File: config.mk
export PLATFORM = sky130hd
export DESIGN_NAME = sysid_check_master
export DESIGN_NICKNAME = d
export VERILOG_FILES = /design/src/rtl/sysid_check_master.sv
export SDC_FILE = /design/constraint.sdc
export NUM_CORES = 1
export LEC_CHECK = 0
export CAP_MARGIN = 20
export CORE_MARGIN = 3
export CORE_UTILIZATION = 52
export DETAILED_ROUTE_END_ITERATION = 7
export PLACE_DENSITY = 0.85
export SLEW_MARGIN = 20
export SYNTH_ARGS = -nofsm -noshare
export SYNTH_HDL_FRONTEND = slang
export SYNTH_SLANG_ARGS = --single-unit
File: constraint.sdc
create_clock -name clock -period 4.11 [get_ports clock]
set_clock_uncertainty 0.2 [all_clocks]
set_input_delay 0.6165 -clock clock [delete_from_list [all_inputs] [get_ports clock]]
set_output_delay 0.6165 -clock clock [all_outputs]
set_load 0.01 [all_outputs]
File: src/rtl/sysid_check_master.sv
// Avalon-MM read master that fetches the system ID and build timestamp words,
// compares them with the expected values and publishes sticky check status.
module sysid_check_master #(
    parameter logic [31:0] EXPECTED_ID    = 32'hACD51302,
    parameter logic [31:0] EXPECTED_TS    = 32'h55E5C104,
    parameter bit          CHECK_TS       = 1'b1,
    parameter bit          AUTO_START     = 1'b1,
    parameter int unsigned TIMEOUT_CYCLES = 255,
    parameter int unsigned MAX_RETRY      = 2
) (
    input  logic        clock,
    input  logic        reset_n,
    input  logic        start,
    output logic        avm_address,
    output logic        avm_read,
    input  logic [31:0] avm_readdata,
    input  logic        avm_waitrequest,
    input  logic        avm_readdatavalid,
    output logic [31:0] id_value,
    output logic [31:0] ts_value,
    output logic        busy,
    output logic        check_done,
    output logic        id_ok,
    output logic        ts_ok,
    output logic        pass,
    output logic        timeout_err
);

    typedef enum logic [2:0] {IDLE, REQ, WAIT_DATA, NEXT, DONE} state_t;

    localparam logic [7:0] CNT_LAST    = 8'(TIMEOUT_CYCLES - 1);
    localparam logic [7:0] RETRY_LIMIT = 8'(MAX_RETRY);

    state_t      state_q, state_d;
    logic        word_q, word_d;
    logic [7:0]  retry_q, retry_d;
    logic [7:0]  cnt_q, cnt_d;
    logic        auto_q, auto_d;
    logic        read_q, read_d;
    logic        addr_q, addr_d;
    logic [31:0] id_value_q, id_value_d;
    logic [31:0] ts_value_q, ts_value_d;
    logic        busy_q, busy_d;
    logic        check_done_q, check_done_d;
    logic        id_ok_q, id_ok_d;
    logic        ts_ok_q, ts_ok_d;
    logic        pass_q, pass_d;
    logic        timeout_err_q, timeout_err_d;

    logic        launch;
    logic        enter_req;
    logic        expire;
    logic        at_limit;

    assign at_limit = (cnt_q == CNT_LAST);

    always_comb begin
        state_d       = state_q;
        word_d        = word_q;
        retry_d       = retry_q;
        cnt_d         = cnt_q;
        auto_d        = 1'b0;
        read_d        = read_q;
        id_value_d    = id_value_q;
        ts_value_d    = ts_value_q;
        busy_d        = busy_q;
        check_done_d  = check_done_q;
        id_ok_d       = id_ok_q;
        ts_ok_d       = ts_ok_q;
        pass_d        = pass_q;
        timeout_err_d = timeout_err_q;
        launch        = 1'b0;
        enter_req     = 1'b0;
        expire        = 1'b0;

        case (state_q)
            IDLE: launch = start || auto_q;
            REQ: begin
                cnt_d = cnt_q + 8'd1;
                if (!avm_waitrequest) begin
                    state_d = WAIT_DATA;
                    read_d  = 1'b0;
                end else if (at_limit) begin
                    expire = 1'b1;
                end
            end
            WAIT_DATA: begin
                cnt_d = cnt_q + 8'd1;
                // Data arriving on the limit cycle still counts as a good response.
                if (avm_readdatavalid) begin
                    state_d = NEXT;
                    if (word_q) begin
                        ts_value_d = avm_readdata;
                        ts_ok_d    = (avm_readdata == EXPECTED_TS);
                    end else begin
                        id_value_d = avm_readdata;
                        id_ok_d    = (avm_readdata == EXPECTED_ID);
                    end
                end else if (at_limit) begin
                    expire = 1'b1;
                end
            end
            NEXT: begin
                if (!word_q) begin
                    word_d    = 1'b1;
                    retry_d   = 8'd0;
                    enter_req = 1'b1;
                end else begin
                    state_d      = DONE;
                    busy_d       = 1'b0;
                    check_done_d = 1'b1;
                    pass_d       = id_ok_q && (ts_ok_q || !CHECK_TS);
                end
            end
            DONE: launch = start;
            default: state_d = IDLE;
        endcase

        if (expire) begin
            if (retry_q < RETRY_LIMIT) begin
                retry_d   = retry_q + 8'd1;
                enter_req = 1'b1;
            end else begin
                state_d       = DONE;
                read_d        = 1'b0;
                busy_d        = 1'b0;
                check_done_d  = 1'b1;
                timeout_err_d = 1'b1;
                pass_d        = 1'b0;
            end
        end

        if (launch) begin
            check_done_d  = 1'b0;
            id_ok_d       = 1'b0;
            ts_ok_d       = 1'b0;
            pass_d        = 1'b0;
            timeout_err_d = 1'b0;
            word_d        = 1'b0;
            retry_d       = 8'd0;
            busy_d        = 1'b1;
            enter_req     = 1'b1;
        end

        if (enter_req) begin
            state_d = REQ;
            cnt_d   = 8'd0;
            read_d  = 1'b1;
        end

        addr_d = word_d;
    end

    always_ff @(posedge clock or negedge reset_n) begin
        if (!reset_n) begin
            state_q       <= IDLE;
            word_q        <= 1'b0;
            retry_q       <= 8'd0;
            cnt_q         <= 8'd0;
            auto_q        <= AUTO_START;
            read_q        <= 1'b0;
            addr_q        <= 1'b0;
            id_value_q    <= 32'd0;
            ts_value_q    <= 32'd0;
            busy_q        <= 1'b0;
            check_done_q  <= 1'b0;
            id_ok_q       <= 1'b0;
            ts_ok_q       <= 1'b0;
            pass_q        <= 1'b0;
            timeout_err_q <= 1'b0;
        end else begin
            state_q       <= state_d;
            word_q        <= word_d;
            retry_q       <= retry_d;
            cnt_q         <= cnt_d;
            auto_q        <= auto_d;
            read_q        <= read_d;
            addr_q        <= addr_d;
            id_value_q    <= id_value_d;
            ts_value_q    <= ts_value_d;
            busy_q        <= busy_d;
            check_done_q  <= check_done_d;
            id_ok_q       <= id_ok_d;
            ts_ok_q       <= ts_ok_d;
            pass_q        <= pass_d;
            timeout_err_q <= timeout_err_d;
        end
    end

    assign avm_read    = read_q;
    assign avm_address = addr_q;
    assign id_value    = id_value_q;
    assign ts_value    = ts_value_q;
    assign busy        = busy_q;
    assign check_done  = check_done_q;
    assign id_ok       = id_ok_q;
    assign ts_ok       = ts_ok_q;
    assign pass        = pass_q;
    assign timeout_err = timeout_err_q;

endmodule

==> reports/results.ini <==
[outcome]
status = finished, final reports clean

[timing]
slew_headroom_pct = 45.9
final.setup.tns_ns = 0
finalSetupViolCount = 0
highest_clock_rate_mhz = 400
worstMarginPinSlew_ns = 0.811
timing.final.crit_period_ns = 2.50
slew_viol_final = 0
grt_setup_unrepaired = false
hold_viol_final = 0
final.period_utilization_pct = 60.8

[floorplan]
die_width_um = 93.8
floorplan.core_area_um2 = 7370
die_h_um = 93.8
io_pins = 109
die-area_um2 = 8790
floorplan.initialDensity_pct = 54.4
fp-row-count = 31

[logic_synthesis]
post_synth_num_cell_types = 46
ys_top_cells_by_area = sky130_fd_sc_hd__dfrtp_1, sky130_fd_sc_hd__mux2_4, sky130_fd_sc_hd__mux2_2
ys.flop_type = sky130_fd_sc_hd__dfrtp_1
synth.most_common_cell = sky130_fd_sc_hd__dfrtp_1
synth_area_um2 = 4010
ys_seq_elements = 92
postSynthAreaPerCell_um2 = 14.2
synth-seq-area-share_pct = 57.5
synthesis.yosys.warnings = 0
ffs_w_async_s_r_synth_pct = 100
yosys-top-cells-count = sky130_fd_sc_hd__dfrtp_1, sky130_fd_sc_hd__mux2_2, sky130_fd_sc_hd__mux2_4
synthDominantAreaCellType = sky130_fd_sc_hd__dfrtp_1
yosys.area.top_type_share_pct = 56.8
synth-edff-count = 0
synthCells = 282
postSynthNetCount = 322

[worst_setup_path]
path_cells = clkdlybuf4s50_1, or3b_1, a211o_1, o221ai_2, nor4_1
crit_path_top_delay_cell = sky130_fd_sc_hd__o221ai_2
crit_start = avm_readdatavalid
r2r_slack_ns = 1.78
ff_to_ff_end = state_q[1]$_DFF_PN0_
cp_num_cells = 5
crit_required_ns = 4.11
endpoint_kind = register
timing.critical_path.fanout_max = 13
rr_worst_depth = 4
critical_path.endpoint = state_q[1]$_DFF_PN0_
critical_path.max_stage_delay_ns = 0.55
critPathBufInv = 1
cpLargestDelayFamily = compound AO/OA/AOI/OAI gates
crit_path_start_kind = primary input
critical_path_class = primary input to register
r2r-start = state_q[1]$_DFF_PN0_
worst_ep_arrival_time_ns = 2.50

[placed_design]
port-buffer-count = 108
hpwl_after_detailed_placement_mm = 6.42
place_congestion = 0.809

[grt]
grt_overflow_total = 0
largest_net_degree_at_the_start_of_global_routing = 67
grt_first_pass_wirelength_mm = 14.7
global_route.usage.total_pct = 21.7
via_count_of_the_first_global_routing_pass = 2936
antenna_violations_before_repair = 0

[clock_tree]
cts_tree = built
numCtsBuffers = 9
clk_latency_ns = 0.34
clock_slew_at_reported_path_ffs_ns = 0.09
post_cts.repair.setup_buffers = 0
cts_htree_levels = 3
post_cts.resized_instances = 0
cts.sink_count = 92
cts_hold_repair.buffers = 0
cts.root.buffer_cell = sky130_fd_sc_hd__clkbuf_8
clockBufferDepth = 2

[finish]
num_antenna_cells = 0
num-nets-final = 432
drive_above_1_share_pct = 22.2
syn_to_final_growth_pct = 31.9

[run]
max_cap_viol_count = 0

[hold_path]
hold_path.class = primary input to async pin

[power_and_ir_drop]
power.leakage_nw = 2.37
power.density_nw_per_um2 = 693
ir_worst_vdd_mv = 0.434
finalPower_mw = 3.66

[route]
dr.first_iter.drc_count = 70
wirelength_mm = 8.99
num_vias = 2633
drt_first_pass_iters = 4
post-route-drc-count = 0
detail_route.vias_per_cell = 5.31
detail-route-antenna-nets = 0
wire_per_inst_um = 18.1

-- where the power goes --
group	internal [mW]	leakage, nW	switching, mW
clock	0.284	0.0897	0.314
combinational	0.976	1.12	0.593
sequential	1.25	1.16	0.245
total	2.51	2.37	1.15
-- layout by cell type (no fill, tap or decap), types with 4 or more instances in the layout --
master                            count
sky130_fd_sc_hd__nor4_1               6
sky130_fd_sc_hd__xnor2_1              8
sky130_fd_sc_hd__clkdlybuf4s50_1    107
sky130_fd_sc_hd__nor3_1               7
sky130_fd_sc_hd__clkbuf_8             9
sky130_fd_sc_hd__mux2_4              28
sky130_fd_sc_hd__inv_1                4
sky130_fd_sc_hd__and2_1               6
sky130_fd_sc_hd__dfrtp_1             91
sky130_fd_sc_hd__nand4_1              4
sky130_fd_sc_hd__nand2_1             11
sky130_fd_sc_hd__nor2_1              17
sky130_fd_sc_hd__nand3_1              4
sky130_fd_sc_hd__buf_4                4
sky130_fd_sc_hd__mux2_2              36
-- worst min-delay path by stage --
stage | to
floorplan | avm_address$_DFFE_PN0P_
global placement | retry_q[3]$_DFF_PN0_
detailed placement | retry_q[6]$_DFF_PN0_
CTS | cnt_q[2]$_DFFE_PN0P_
global route | cnt_q[0]$_DFFE_PN0P_
finish | cnt_q[2]$_DFFE_PN0P_
-- sequential cells by signal, summed over array words and instances, names as in the netlist, 3 cells and up --
register and flops:
id_value 32, retry_q 8, ts_value 32, cnt_q 8, state_q 3
-- through the flow --
| step | worst slack [ns] | std cells | util (%) | instance area (um^2) | hold slack (ns) |
|---|---|---|---|---|---|
| after floorplan | 2.03 | 282 | - | 4010 | 0.121 |
| after global placement | 1.32 | 480 | 69.1 | 5090 | 0.270 |
| after detailed placement | 1.26 | 480 | 69.1 | 5090 | 0.276 |
| after CTS | 1.63 | 496 | 71.7 | 5290 | 0.191 |
| after global routing | 1.48 | 496 | 71.7 | 5290 | 0.217 |
| final | 1.61 | 496 | 71.7 | 5290 | 0.161 |
-- kinds of logic (layout without fill, tap and decap cells) --
| family | count (synthesis) | after routing | synth area share, % |
|---|---|---|---|
| flops | 92 | 92 | 57.5 |
| simple gates | 77 | 77 | 11.3 |
| mux | 64 | 64 | 20.6 |
| compound gates | 21 | 21 | 3.94 |
| buf+inv | 16 | 131 | 3.87 |
| xor+xnor | 8 | 8 | 1.75 |
| fa+ha+maj | 3 | 3 | 0.937 |
| other cells | 1 | 1 | 0.0936 |
-- area by class of cell --
cell class,instances,area [um^2]
inverter,4,15.0
timing repair buffer,111,1100
sequential,92,2300
clock inverter,5,62.6
fill,527,2080
tap,99,124
multi-input combinational,174,1550
clock buffer,11,131
-- layer usage --
layer	part of all wire, %	vias up	track usage [%]
met5	0	-	0
li1	-	1222	-
met4	0.85	0	6.74
met1	41	1311	26.7
met2	49	93	35.4
met3	8.8	7	8.57
(Power assumes the default switching activity.)
